`src/rtl/capt_pkg.sv`:
```
// Shared definitions for the capture-buffer reader: FSM states, word/byte
// geometry and a small unsigned minimum helper.
`timescale 1ns/1ps
package capt_pkg;

    localparam int WORD_W     = 32;
    localparam int WORD_BYTES = 4;
    localparam int WORD_SHIFT = 2;
    localparam int BCNT_W     = 16;

    typedef enum logic [1:0] {
        ST_IDLE,
        ST_CALC,
        ST_REQ,
        ST_DATA
    } state_t;

    function automatic logic [WORD_W-1:0] min_u32(input logic [WORD_W-1:0] a,
                                                   input logic [WORD_W-1:0] b);
        return (a < b) ? a : b;
    endfunction

endpackage

```
`src/rtl/capt_fifo.sv`:
```
// Synchronous show-ahead FIFO: rd_data presents the head word whenever
// empty is low, and a pop simply advances to the next entry.
`timescale 1ns/1ps
module capt_fifo
    import capt_pkg::*;
#(
    parameter int DEPTH = 64
) (
    input  logic                     clk,
    input  logic                     reset,
    input  logic                     wr_en,
    input  logic [31:0]              wr_data,
    input  logic                     rd_en,
    output logic [31:0]              rd_data,
    output logic                     empty,
    output logic [$clog2(DEPTH):0]   usedw
);

    localparam int AW = $clog2(DEPTH);
    localparam logic [AW:0] FULL = (AW+1)'(DEPTH);

    logic [WORD_W-1:0] mem [DEPTH];
    logic [AW-1:0]     wr_idx;
    logic [AW-1:0]     rd_idx;
    logic              wr_ok;
    logic              rd_ok;

    assign empty   = (usedw == '0);
    assign wr_ok   = wr_en && (usedw != FULL);
    assign rd_ok   = rd_en && !empty;
    assign rd_data = mem[rd_idx];

    // NOTE: sequential state uses non-blocking assignments so every register
    // samples pre-edge values regardless of statement order.
    always_ff @(posedge clk) begin
        if (!reset) begin
            wr_idx <= '0;
            rd_idx <= '0;
            usedw  <= '0;
        end else begin
            if (wr_ok) wr_idx <= wr_idx + 1'b1;
            if (rd_ok) rd_idx <= rd_idx + 1'b1;
            if (wr_ok && !rd_ok)      usedw <= usedw + 1'b1;
            else if (!wr_ok && rd_ok) usedw <= usedw - 1'b1;
        end
    end

    // NOTE: the storage array carries no reset; emptiness is defined by the
    // pointers and usedw, so clearing words would only cost reset fan-out.
    always_ff @(posedge clk) begin
        if (wr_ok) mem[wr_idx] <= wr_data;
    end

endmodule

```
`src/rtl/capt_reader.sv`:
```
// Drains a circular capture buffer over Avalon-MM read bursts into a
// show-ahead FIFO that feeds a valid/ready output stream.
`timescale 1ns/1ps
module capt_reader
    import capt_pkg::*;
#(
    parameter int BURST_MAX  = 16,
    parameter int FIFO_DEPTH = 64
) (
    input  logic        clk,
    input  logic        reset,
    input  logic        start,
    input  logic        stop,
    input  logic [31:0] capt_buf_start,
    input  logic [31:0] capt_buf_size,
    input  logic [31:0] last_write_addr,
    output logic [31:0] address,
    output logic        read,
    output logic [15:0] burstcount,
    input  logic [31:0] readdata,
    input  logic        readdatavalid,
    input  logic        waitrequest,
    output logic [31:0] st_data,
    output logic        st_valid,
    input  logic        st_ready,
    output logic        busy,
    output logic [31:0] rd_ptr
);

    localparam int UW = $clog2(FIFO_DEPTH);

    state_t              state;
    state_t              next_state;
    logic [BCNT_W-1:0]   inflight;
    logic [UW:0]         usedw;
    logic                fifo_empty;
    logic                fifo_wr;
    logic                fifo_rd;
    logic [WORD_W-1:0]   buf_end;
    logic [WORD_W-1:0]   avail_bytes;
    logic [WORD_W-1:0]   avail_words;
    logic [WORD_W-1:0]   to_end_words;
    logic [WORD_W-1:0]   occupied;
    logic [WORD_W-1:0]   free_words;
    logic [WORD_W-1:0]   len;
    logic [WORD_W-1:0]   next_ptr;

    capt_fifo #(.DEPTH(FIFO_DEPTH)) u_fifo (
        .clk     (clk),
        .reset   (reset),
        .wr_en   (fifo_wr),
        .wr_data (readdata),
        .rd_en   (fifo_rd),
        .rd_data (st_data),
        .empty   (fifo_empty),
        .usedw   (usedw)
    );

    // NOTE: every signal driven here gets a default before any branch, so no
    // path leaves one unassigned and no latch is inferred.
    always_comb begin
        next_state = state;
        st_valid   = !fifo_empty;
        fifo_rd    = st_valid && st_ready;
        fifo_wr    = (state == ST_DATA) && readdatavalid;
        busy       = (state != ST_IDLE);

        // Both pointers live inside the buffer, so one conditional add of the
        // size is the full modulo.
        buf_end     = capt_buf_start + capt_buf_size;
        avail_bytes = last_write_addr - rd_ptr;
        if (last_write_addr < rd_ptr) avail_bytes = avail_bytes + capt_buf_size;
        avail_words  = avail_bytes >> WORD_SHIFT;
        to_end_words = (buf_end - rd_ptr) >> WORD_SHIFT;

        // One slot stays spare so a full burst can never meet a full FIFO.
        occupied   = 32'(usedw) + 32'(inflight) + 32'd1;
        free_words = (occupied < 32'(FIFO_DEPTH)) ? 32'(FIFO_DEPTH) - occupied : '0;
        len        = min_u32(min_u32(32'(BURST_MAX), avail_words),
                             min_u32(to_end_words, free_words));

        next_ptr = rd_ptr + (32'(burstcount) << WORD_SHIFT);
        if (next_ptr == buf_end) next_ptr = capt_buf_start;

        unique case (state)
            ST_IDLE: if (start) next_state = ST_CALC;
            ST_CALC: begin
                if (stop)            next_state = ST_IDLE;
                else if (len != '0)  next_state = ST_REQ;
            end
            ST_REQ:  if (!waitrequest) next_state = ST_DATA;
            ST_DATA: if (readdatavalid && inflight == 16'd1) next_state = ST_CALC;
            default: next_state = ST_IDLE;
        endcase
    end

    always_ff @(posedge clk) begin
        if (!reset) begin
            state      <= ST_IDLE;
            read       <= 1'b0;
            address    <= '0;
            burstcount <= '0;
            rd_ptr     <= '0;
            inflight   <= '0;
        end else begin
            state <= next_state;
            unique case (state)
                ST_IDLE: if (start) rd_ptr <= capt_buf_start;
                ST_CALC: begin
                    if (next_state == ST_REQ) begin
                        read       <= 1'b1;
                        address    <= rd_ptr;
                        burstcount <= BCNT_W'(len);
                    end
                end
                ST_REQ: begin
                    if (!waitrequest) begin
                        read     <= 1'b0;
                        inflight <= burstcount;
                    end
                end
                ST_DATA: begin
                    if (readdatavalid) begin
                        inflight <= inflight - 16'd1;
                        if (inflight == 16'd1) rd_ptr <= next_ptr;
                    end
                end
                default: ;
            endcase
        end
    end

endmodule

```
`config.mk`:
```
export PLATFORM = sky130hd
export DESIGN_NAME = capt_reader
export DESIGN_NICKNAME = d
export VERILOG_FILES = /design/src/rtl/capt_pkg.sv /design/src/rtl/capt_fifo.sv /design/src/rtl/capt_reader.sv
export SDC_FILE = /design/constraint.sdc
export NUM_CORES = 2
export LEC_CHECK = 0
export CAP_MARGIN = 20
export CORE_ASPECT_RATIO = 2
export CORE_UTILIZATION = 65
export DETAILED_ROUTE_END_ITERATION = 16
export PLACE_DENSITY = 0.83
export SLEW_MARGIN = 20
export SYNTH_ARGS = -nofsm -noshare
export SYNTH_HDL_FRONTEND = slang
export SYNTH_SLANG_ARGS = --single-unit
```
`constraint.sdc`:
```
create_clock -name clk -period 24.1 [get_ports clk]
set_input_delay 3.615 -clock clk [delete_from_list [all_inputs] [get_ports clk]]
set_output_delay 3.615 -clock clk [all_outputs]
set_load 0.03 [all_outputs]
```
* Yosys cells after proc, flatten, opt, wreduce, memory -nomap -nowiden *
Memories as Yosys holds them, arrays and structs flattened. A register that Yosys moved wholly into a read port is not among the register bits.
Cells that the tools add are included.

storage, ports and cells
  register bits after elaboration = 118
  output and inout bits = 115
  memories kept = 1
  memory bits (writable) = 2048
  input bits = 135
  word-level logic and storage cells = 90

memories
  memory      depth  width  rd ports  clocked after memory_dff  write ports  RTL line         source
  u_fifo.mem  64     32     1         1                         1            capt_fifo.sv:22  logic [WORD_W-1:0] mem [DEPTH];

operators by class
  multiplexer cells = 28
  add/sub/neg operators = 13
  reduce and logical (&&, ||, !) cells = 22
  equality and inequality tests = 12
  $lt $le $gt $ge = 5

operators by type and width
  cell                                                 number
  2-to-1 mux 32 bit                                    8
  adder 32 bit                                         2
  < comparator 30 x 32 -> 1 bit                        2
  case mux 32 bit (2 select lines)                     1
  subtractor 32 bit                                    2
  adder 32 x 18 -> 32 bit                              1
  == test 32 bit                                       1
  < comparator 32 bit                                  1
  2-to-1 mux 16 bit                                    2
  case mux 16 bit (2 select lines)                     1
  nonzero test 32 bit                                  1
  < comparator 5 x 30 -> 1 bit, first input constant   1
  2-to-1 mux 30 bit                                    1
  subtractor 7 x 18 -> 19 bit, first input constant    1
  adder 17 x 1 -> 18 bit, second input constant        1
  < comparator 18 x 7 -> 1 bit, second input constant  1
  adder 7 x 16 -> 17 bit                               1
  == test 16 x 1 -> 1 bit, second input constant       1
  subtractor 16 x 1 -> 16 bit, second input constant   1
  2-to-1 mux 7 bit                                     2
  adder 6 x 1 -> 6 bit, second input constant          2
  2-to-1 mux 6 bit                                     2
  2-to-1 mux 2 bit                                     5
  nonzero test 2 bit                                   5
  17 further kinds                                     34

* Logic depth before layout (Yosys ltp) *
  word-level depth = 15
  depth in mapped cells = 47
  gate-level depth less buffers = 42

* Hierarchy *
A second synthesis with hierarchy kept.

unflattened totals
  cells, all modules = 5560
  area, all modules = 94659.5 um2

by module, submodules not included
  module       cells each  seq. area each (um2)  area an instance (um2)  times used
  capt_fifo    3417        61999.5               78968.2                 1
  capt_reader  2143        1981.9                15691.3                 1

* Worst setup path after synthesis *
No wires, ideal clock.

  path type = input-to-reg
  from = input capt_buf_start[0]
  to = register burstcount[10]
  cell stages on the path = 44
  required time = 24028 ps
  arrival = 13072 ps
  setup time = 72 ps
  buffers on the path = 5
  slack = 10956 ps
  cell sequence = ha_1 -> inv_1 -> fa_1 -> nor2b_1 -> o31ai_1 -> a211oi_1 -> o211ai_1 -> o211ai_1 -> o211ai_1 -> xnor2_1 -> ha_1 -> clkbuf_1 -> and3_1 -> and3_1 -> and3_1 -> a22o_1 -> a31o_2 -> a221o_1 -> (+8 left out) -> nand2_1 -> clkbuf_1 -> clkbuf_1 -> nand2_1 -> ha_1 -> nand4_1 -> nor3_1 -> o311a_1 -> nor2_1 -> nor3_2 -> nand3_1 -> a2111oi_1 -> o211ai_1 -> a221oi_4 -> or2_1 -> buf_4 -> buf_6 -> mux2i_1

between the ends
  cells in the longest elaborated chain, start to end = 12

RTL lines
  element                               RTL line            source
  from (decl)                           capt_reader.sv:14   input logic [31:0] capt_buf_start,
  adder 32 bit (*)                      capt_reader.sv:70   buf_end = capt_buf_start + capt_buf_size;
  subtractor 32 bit (*)                 capt_reader.sv:74   to_end_words = (buf_end - rd_ptr) >> WORD_SHIFT;
  < comparator 30 x 32 -> 1 bit         capt_pkg.sv:20      return (a < b) ? a : b;
  2-to-1 mux 32 bit (*)                 capt_pkg.sv:20
  < comparator 30 x 32 -> 1 bit         capt_pkg.sv:20
  2-to-1 mux 32 bit (*)                 capt_pkg.sv:20
  nonzero test 32 bit                   capt_reader.sv:89   else if (len != '0) next_state = ST_REQ;
  2-to-1 mux 2 bit                      capt_reader.sv:89
  2-to-1 mux 2 bit                      capt_reader.sv:88   if (stop) next_state = ST_IDLE;
  case mux 2 bit (4 select lines)       capt_reader.sv:85   unique case (state)
  == test 2 bit                         capt_reader.sv:110  if (next_state == ST_REQ) begin
  AND reduction 2 bit (no source line)  -
  to (signal assigned)                  capt_reader.sv:113  burstcount <= BCNT_W'(len);
  to (decl)                             capt_reader.sv:19   output logic [15:0] burstcount,

Mark *: on every way between the ends. The rest lies on a longest branch, timed or not.
A chain may end at the register's enable or synchronous reset.

* Final worst setup path *
  from = input capt_buf_start[0]
  to = register burstcount[8]

Same word-level chain as after synthesis.

==> results.yml <==
sta:
  max_slew_margin: 0.115
  fin_crit_ns: 16.14
  fmax_mhz: 62.0
  finalSetupViolCount: 0
  slew_violations: 0
  fin_crit_sh: 0.670
  fin_ws_ns: 7.96
  max_slew.worst_pin.slew_ns: 1.32
  rsz0062_at_grt: "false"
  fin_tns_setup_ns: 0
  hold_violations: 0
  hold_slack_ns: 0.465
  skew_ns: 0.0932
grt:
  grt_max_degree: 109
  use_met3: 0.159
  overflow: 0
  grt_pass1_vias: 61400
  grt.busiest_layer: "met2"
  use_met2: 0.785
  grtUsageMet1: 0.518
  grt_use_total: 0.501
  antenna_found_initial: 36
  grt_pass1_wl_um: 497000
synthesis:
  syn_inst: 5334
  yosysSeqAreaShare: 0.674
  syn_avg_cell_area_um2: 17.8
  synth-seq-cells: 2172
  synth_top_flop_cell: "edfxtp_1"
  yosys_warnings: 0
  synth_edf_count: 2048
  synth-async-reset-ratio: 0
  syn_area_um2: 94900
  synth_cell_types: 101
layout:
  nFillCells: 7819
  multi_input_area_um2: 30300
  final_nets: 6025
  seq_area_um2: 64000
  drive_above_1_share: 0.211
  syn2layout_area_growth_pct: 12.2
  fin_util: 0.734
cts:
  cts_setup_buffers: 0
  insertion_delay_ns: 0.89
  cts_buffer_depth: 4
  cts_buffers: 183
  clock-sinks: 2172
  ctsRootBufferMaster: "clkbuf_16"
  cts_hold_buf: 0
  ctsHtreeMaxLevel: 4
  cts_tree: "done"
  cts_resized: 0
  clkTransAtPathRegs_ns: 0.07
critical_path:
  crit_path_max_incr_delay_ns: 0.97
  arrival_ns: 16.87
  critPathKind: "in2reg"
  slowest_stage: "a2111oi_1"
  crit_top_cell: "o211ai_1"
  r2r-end: "burstcount[8]"
  reg2reg_from: "rd_ptr[5]"
  reg2reg_depth: 30
  worst_setup_path_start_kind: "input port"
  cp.required_ns: 24.84
  endpoint_kind: "flip-flop"
  crit_path_max_fanout: 63
  reg2reg_setup_slack_ns: 11.35
min_path:
  hold_path_class: "reg2reg"
  whs_endpoint: "address[0]"
  hp-start: "address[0]"
  hold-path-cell-count: 2
place:
  pre_cts_slack_ns: 7.89
  io_buffers: 249
  gp_congestion: 1.05
  hpwlAfterDp_um: 210000
run_status:
  status: "complete, no violations"
drt:
  drc_errors: 0
  dr.pass1.iters: 8
  ant_nets: 0
  routed_wl_um: 367000
  viasPerCell: 8.09
  vias: 62700
  drt-wirelength-per-cell_um: 47.4
  drt_iter0_markers: 11200
die:
  core_um2: 145000
  initial_core_util: 0.654
  die_area_um2: 148000
  die_height_um: 542
  pin_count: 250
  num_rows: 198
  dieWidth_um: 272
flow_run:
  maxCapViolations: 0
pwr:
  p_per_area_nw_per_um2: 95.7
  vdd_drop_max_uv: 114
  leakage_uw: 0.0335
==> placed cells by master (no fill, tap or decap), types with 31 or more instances in the layout <==
| master | n |
|---|---|
| clkinv_1 | 32 |
| dfxtp_1 | 118 |
| clkbuf_16 | 183 |
| buf_4 | 133 |
| clkdlybuf4s50_1 | 220 |
| xor2_1 | 46 |
| a21o_1 | 42 |
| nor3_1 | 69 |
| nand4_1 | 47 |
| mux4_2 | 670 |
| o21a_1 | 36 |
| diode_2 | 35 |
| conb_1 | 31 |
| a21oi_1 | 203 |
| xnor2_1 | 96 |
| nor2_1 | 191 |
| ha_1 | 216 |
| edfxtp_1 | 2048 |
| or3_1 | 55 |
| nor2_4 | 64 |
| nand2_1 | 247 |
| a31oi_1 | 41 |
| nand3_1 | 68 |
| mux2i_1 | 39 |
| inv_1 | 95 |
| o21ai_0 | 168 |
==> synth_stat cells, drive strengths merged (36+ instances only) <==
cell type / n / area, µm²
a31oi: 42 / 269
nand4: 47 / 294
o21ai: 185 / 930
buf: 81 / 327
inv: 96 / 360
a21oi: 205 / 1030
edfxtp: 2048 / 61500
dfxtp: 124 / 2480
mux2i: 39 / 390
nor2: 255 / 957
nand3: 69 / 345
nor3: 71 / 360
or3: 55 / 344
o21a: 36 / 270
ha: 216 / 2700
nand2: 247 / 927
xor2: 47 / 412
clkbuf: 179 / 672
xnor2: 100 / 883
a21o: 42 / 315
mux4: 670 / 15100
==> through the flow <==
| stage | instances | area (µm²) | power (µW) |
|---|---|---|---|
| 2_1_floorplan | 5363 | 95000 | 5990 |
| 3_5_place_dp | 7378 | 100000 | 6870 |
| 5_1_grt | 7721 | 106000 | 10400 |
| 6_report | 7744 | 107000 | 10200 |
| 3_3_place_gp | 7378 | 100000 | 6820 |
| 4_1_cts | 7703 | 106000 | 10000 |
==> power breakdown <==
part | switching, µW | internal, µW | leakage, µW
clock | 1510 | 1670 | 0.00287
sequential | 56.7 | 4140 | 0.0194
combinational | 1700 | 1120 | 0.0112
total | 3260 | 6930 | 0.0335
==> how the worst max path moves through the flow <==
stage | startpoint | slack, ns | to | depth (start not counted)
final | capt_buf_start[0] | 7.96 | burstcount[8] | 44
after global placement | capt_buf_start[0] | 8.30 | burstcount[2] | 45
after global routing | capt_buf_start[0] | 7.52 | burstcount[8] | 44
after detailed placement | capt_buf_start[0] | 7.89 | burstcount[8] | 43
after CTS | capt_buf_start[0] | 8.47 | burstcount[8] | 44
after floorplan | capt_buf_start[0] | 10.96 | burstcount[10] | 44
==> layout make-up <==
type	count	area share
well taps	1900	0.0223
clock buffers	215	0.0443
diodes	35	0.000822
flip-flops and latches	2172	0.601
repair buffers	381	0.0327
multi-input cells	2835	0.284
clock inverters	110	0.0116
inverters	96	0.00338
==> cell families after synthesis <==
group / after synthesis / share of synthesized area
adder cells (fa/ha/maj): 221 / 0.0295
flip-flops: 2172 / 0.674
buffers and inverters: 356 / 0.0143
multiplexers: 714 / 0.164
AND/OR/NAND/NOR: 946 / 0.0491
XOR/XNOR: 162 / 0.0172
AO/OA/AOI/OAI: 761 / 0.0522
other: 2 / 0.0000791
==> registers in the layout (all words and copies together) (netlist names), named ones only <==
register,flops
address,32
burstcount,16
inflight,16
rd_ptr,32
read,1
state,2
u_fifo.mem,2048
u_fifo.rd_idx,6
u_fifo.usedw,7
u_fifo.wr_idx,6
==> critical path: cells and delay by family <==
family,cells,cell delay (ns)
AOI/OAI and AO/OA,17,5.08
xor gates and xnor gates,1,0.42
adders and majority gates,5,1.56
buffers and inverters,6,1.77
muxes,1,0.27
and+or+nand+nor,14,4.11
==> layer usage <==
layer | vias to the layer above | routed length [µm]
li1 | 22600 | -
met1 | 30500 | 97800
met2 | 7267 | 174000
met3 | 2267 | 47700
met4 | 18 | 47400
met5 | - | 228
Note: power is estimated with default switching activity, not from simulation.
